===== config.mk =====
export PLATFORM = sky130hd
export DESIGN_NAME = race_arbiter
export DESIGN_NICKNAME = d
export VERILOG_FILES = /design/src/rtl/race_arbiter.sv
export SDC_FILE = /design/constraint.sdc
export NUM_CORES = 1
export LEC_CHECK = 0
export CAP_MARGIN = 30
export CORE_UTILIZATION = 52
export DETAILED_ROUTE_END_ITERATION = 16
export PLACE_DENSITY = 0.82
export SYNTH_ARGS = -nofsm -noshare
export SYNTH_HDL_FRONTEND = slang
export SYNTH_SLANG_ARGS = --single-unit
export TNS_END_PERCENT = 20

===== constraint.sdc =====
create_clock -name clk -period 5.2 [get_ports clk]
set_input_delay 0.52 -clock clk [delete_from_list [all_inputs] [get_ports clk]]
set_output_delay 0.52 -clock clk [all_outputs]
set_load 0.05 [all_outputs]

===== src/rtl/race_arbiter.sv =====
// Round-robin arbiter sharing one start/done observer among N_REQ 4-phase requesters.
// Optional RUN-state timeout enabled by defining RACE_ARBITER_TIMEOUT_EN.
module race_arbiter #(
  parameter int unsigned N_REQ   = 4,
  parameter int unsigned ID_W    = 2,
  parameter int unsigned TIMEOUT = 255
) (
  input  logic             clk,
  input  logic             rst,
  input  logic [N_REQ-1:0] req,
  output logic [N_REQ-1:0] ack,
  output logic             obs_start,
  input  logic             obs_done,
  output logic             busy,
  output logic [ID_W-1:0]  grant_id,
  output logic             timed_out
);

  typedef enum logic [1:0] {IDLE, RUN, ACK, DRAIN} state_t;

  state_t          state;
  logic [ID_W-1:0] rr_last;
  logic [ID_W-1:0] winner;
  logic [ID_W-1:0] low_id;
  logic [ID_W-1:0] high_id;
  logic            low_found;
  logic            high_found;

`ifdef RACE_ARBITER_TIMEOUT_EN
  localparam int unsigned CNT_W = $clog2(TIMEOUT + 1);
  logic [CNT_W-1:0] cnt;
`endif

  // Round-robin: the lowest set bit above rr_last wins, else wrap to the lowest set bit.
  always_comb begin
    low_id     = '0;
    high_id    = '0;
    low_found  = 1'b0;
    high_found = 1'b0;
    for (int unsigned i = 0; i < N_REQ; i++) begin
      if (req[i] && !low_found) begin
        low_id    = ID_W'(i);
        low_found = 1'b1;
      end
      if (req[i] && !high_found && (i > 32'(rr_last))) begin
        high_id    = ID_W'(i);
        high_found = 1'b1;
      end
    end
    winner = high_found ? high_id : low_id;
  end

  always_ff @(posedge clk) begin
    if (rst) begin
      state     <= IDLE;
      ack       <= '0;
      obs_start <= 1'b0;
      busy      <= 1'b0;
      grant_id  <= '0;
      timed_out <= 1'b0;
      rr_last   <= ID_W'(N_REQ - 1);
`ifdef RACE_ARBITER_TIMEOUT_EN
      cnt       <= '0;
`endif
    end else begin
      case (state)
        IDLE: begin
          if (req != '0) begin
            grant_id  <= winner;
            obs_start <= 1'b1;
            busy      <= 1'b1;
            state     <= RUN;
`ifdef RACE_ARBITER_TIMEOUT_EN
            cnt       <= '0;
`endif
          end
        end
        RUN: begin
          // Abandon beats done; done beats timeout.
          if (!req[grant_id]) begin
            obs_start <= 1'b0;
            state     <= DRAIN;
          end else if (obs_done) begin
            ack   <= N_REQ'(1) << grant_id;
            state <= ACK;
          end
`ifdef RACE_ARBITER_TIMEOUT_EN
          else if (cnt == CNT_W'(TIMEOUT - 1)) begin
            obs_start <= 1'b0;
            ack       <= N_REQ'(1) << grant_id;
            timed_out <= 1'b1;
            state     <= ACK;
          end else begin
            cnt <= cnt + 1'b1;
          end
`endif
        end
        ACK: begin
          if (!req[grant_id]) begin
            ack       <= '0;
            obs_start <= 1'b0;
            timed_out <= 1'b0;
            state     <= DRAIN;
          end
        end
        DRAIN: begin
          if (!obs_done) begin
            rr_last <= grant_id;
            busy    <= 1'b0;
            state   <= IDLE;
          end
        end
        default: begin
          state     <= IDLE;
          ack       <= '0;
          obs_start <= 1'b0;
          busy      <= 1'b0;
          timed_out <= 1'b0;
        end
      endcase
    end
  end

endmodule


==> impl_metrics.csv <==
group,metric,value,unit
drt,drc,0,
worst_setup_path,critPathKind,"primary input to flip-flop",
clock_tree,cts_buffers,3,
clock_tree,path_clk_slew,0.08,ns
sta,tightest_slew,0.495,ns
logic_synthesis,ys_ff_latch,12,
clock_tree,cts_sinks,12,
power_and_ir_drop,p_leak,0.367,nW
final_layout,drive_gt1_share,8.74,%
drt,drt_wl_total,1.40,mm
worst_setup_path,reg2reg_from,"grant_id[0]",
clock_tree,cts_max_path_buffers,2,
logic_synthesis,syn-num-nets,99,
die,core-area,0.00130,mm²
sta,setup_tns,0,ns
worst_hold_path,hold_depth,2,
final_layout,multi_input_area,450,µm²
drt,drtIter0Drc,15,
sta,slew_headroom,66.9,%
logic_synthesis,syn_inst,87,
final_layout,seq_area,240,µm²
outcome,status,"complete, no violations",
worst_setup_path,start_kind,"primary input",
drt,vias,678,
logic_synthesis,postSynthAreaPerCell,8.37,µm²
global_route,grt_pass1_vias,556,
run,cap_viol_max_count,0,
logic_synthesis,yosysSeqAreaShare,33.0,%
placement,place_hpwl,1.10,mm
worst_hold_path,holdCritStartpoint,"ack[1]",
die,initial_core_util,56.0,%
clock_tree,htree_levels,1,
power_and_ir_drop,p_per_area,540,mW/mm²
drt,via_per_inst,5.75,
die,die-height,39.4,µm
final_layout,mostFrequentLayoutCells,"14 x clkdlybuf4s50_1, 12 x dfxtp_1, 10 x a21oi_1",
clock_tree,cts_resized,0,
power_and_ir_drop,peakVddDrop,0.000303,V
final_layout,fill_cells,115,
die,die_area,0.00155,mm²
sta,drv_slew,0,
final_layout,final_net_count,116,
worst_hold_path,hp-class,"flip-flop to flip-flop",
sta,rsz0062_at_grt,"false",
worst_setup_path,r2r_end,"ack[3]",
worst_setup_path,critPathMaxFanout,7,
sta,hold_viol,0,
worst_setup_path,reg2regPathDepth,4,
global_route,gr-usage-all-layers,21.7,%
worst_hold_path,whs_endpoint,"ack[1]",
logic_synthesis,yosysWarnings,0,
placement,place_ws,2.64,ns
worst_setup_path,rrSetupSlack,3.13,ns
worst_setup_path,cpPeakStageDelay,0.58,ns
clock_tree,clk_latency,0.27,ns
placement,routabilityCongestion,0.856,
final_layout,final_common_cell,"clkdlybuf4s50_1",
global_route,overflow,0,
drt,firstDrtPassIters,4,
sta,fin_crit_sh,44.2,%
sta,skew,0.00212,ns
sta,max_freq,435,MHz
worst_setup_path,cp-end-kind,"flip-flop",
power_and_ir_drop,totalPowerFinal,0.000493,W
worst_setup_path,cp.required,5.40,ns
final_layout,diodes,0,
clock_tree,cts_setup_buffers,0,
drt,antenna_left,0,
die,num_io_pins,16,
clock_tree,hold_buffers,0,
die,chipWidth,39.4,µm
placement,port_buffers,14,
clock_tree,cts_tree,"done",
logic_synthesis,synthDistinctLibCells,34,
clock_tree,root_buffer,"clkbuf_4",
global_route,antenna_found_initial,0,
worst_setup_path,cp_slowest_cell,"mux4_2",
worst_setup_path,cp.arrival,2.49,ns
logic_synthesis,netlist_area,728,µm²
global_route,grt_pass1_wl,2.31,mm
sta,finalSetupViolations,0,
final_layout,area_growth,25.3,%
drt,wl_per_cell,11.9,µm
die,row_count,13,
worst_setup_path,worstPathCellList,"clkdlybuf4s50_1 -> mux4_2 -> a21o_1 -> or4_1 -> a21oi_1",
sta,period_needed,2.30,ns
global_route,grt_max_degree,13,
sta,timing.hold.ws,0.477,ns
sta,worst_slack,2.90,ns
[power by group]
group,switching [W],total (W),leakage (nW),internal (W)
Sequential,0.0000255,0.000144,0.0987,0.000118
Combinational,0.000166,0.000274,0.247,0.000108
Clock,0.0000319,0.0000744,0.0210,0.0000425
[worst max-delay path, delay by kind of cell]
family,cells,cell delay (ns)
AND/OR/NAND/NOR,1,0.50
multiplexers,1,0.58
buffers and inverters,1,0.49
AO/OA/AOI/OAI,2,0.40
[metrics by stage]
stage | area (µm²) | util [%] | cells
after floorplan | 728 | - | 87
after global placement | 876 | 67.3 | 114
after detailed placement | 876 | 67.3 | 114
after CTS | 912 | 70.1 | 118
after global routing | 912 | 70.1 | 118
final | 912 | 70.1 | 118
[final cells by class]
type,count,area share [%]
repair buffers,14,15.4
clock buffers,4,3.98
flip-flops and latches,12,26.3
inverters,7,2.88
multi-input cells,66,49.4
well taps,15,2.06
[cells in the mapped netlist, drive strengths merged]
master / instances / area share, %
a211oi: 2 / 2.1
a21boi: 1 / 1.0
a21o: 3 / 3.3
a21oi: 10 / 6.9
a22oi: 2 / 2.1
a2bb2oi: 1 / 1.2
a311oi: 1 / 1.2
a31oi: 1 / 0.86
and2: 1 / 0.86
buf: 1 / 1.0
clkbuf: 1 / 0.51
conb: 1 / 0.51
dfxtp: 12 / 33
ha: 5 / 8.6
inv: 7 / 3.6
mux2: 1 / 1.5
mux2i: 1 / 1.4
mux4: 1 / 3.1
nand2: 1 / 0.51
nand2b: 4 / 3.4
nand3: 1 / 0.69
nand4: 2 / 1.7
nor2: 6 / 3.1
nor2b: 4 / 3.4
nor4: 1 / 0.86
o211ai: 1 / 1.0
o21ai: 6 / 4.1
o22ai: 2 / 1.7
o31ai: 1 / 1.0
or2: 2 / 1.7
or2b: 1 / 1.0
or3: 1 / 0.86
or4: 2 / 2.1
[cells by family (layout without fill, tap and decap cells)]
| logic type | after synthesis | count (layout) | synth area share, % |
|---|---|---|---|
| mux | 3 | 3 | 6.01 |
| other cells | 1 | 1 | 0.515 |
| buf+inv | 9 | 25 | 5.16 |
| fa+ha+maj | 5 | 5 | 8.59 |
| compound gates | 31 | 31 | 26.5 |
| flops | 12 | 12 | 33.0 |
| simple gates | 26 | 26 | 20.3 |
[how the worst max path moves through the flow]
stage,from,to,slack (ns)
floorplan,grant_id[0],ack[3],2.95
global placement,req[2],ack[3],2.68
detailed placement,req[2],ack[3],2.64
CTS,req[2],ack[3],2.92
global route,req[2],ack[3],2.82
finish,req[2],ack[3],2.90
[flip-flops by register name, summed over array words and instances, names as in the netlist]
name and cells:
ack 4, busy 1, grant_id 2, obs_start 1
rr_last 2, state 2
[metal layers]
layer	share of wire (%)	track usage, %	up-vias
met3	4.0	3.41	4
li1	-	-	348
met2	47	35.7	24
met4	1.4	10.3	0
met1	47	27.1	302
met5	0	0	-
No activity file was read; power rests on OpenSTA's default activity.
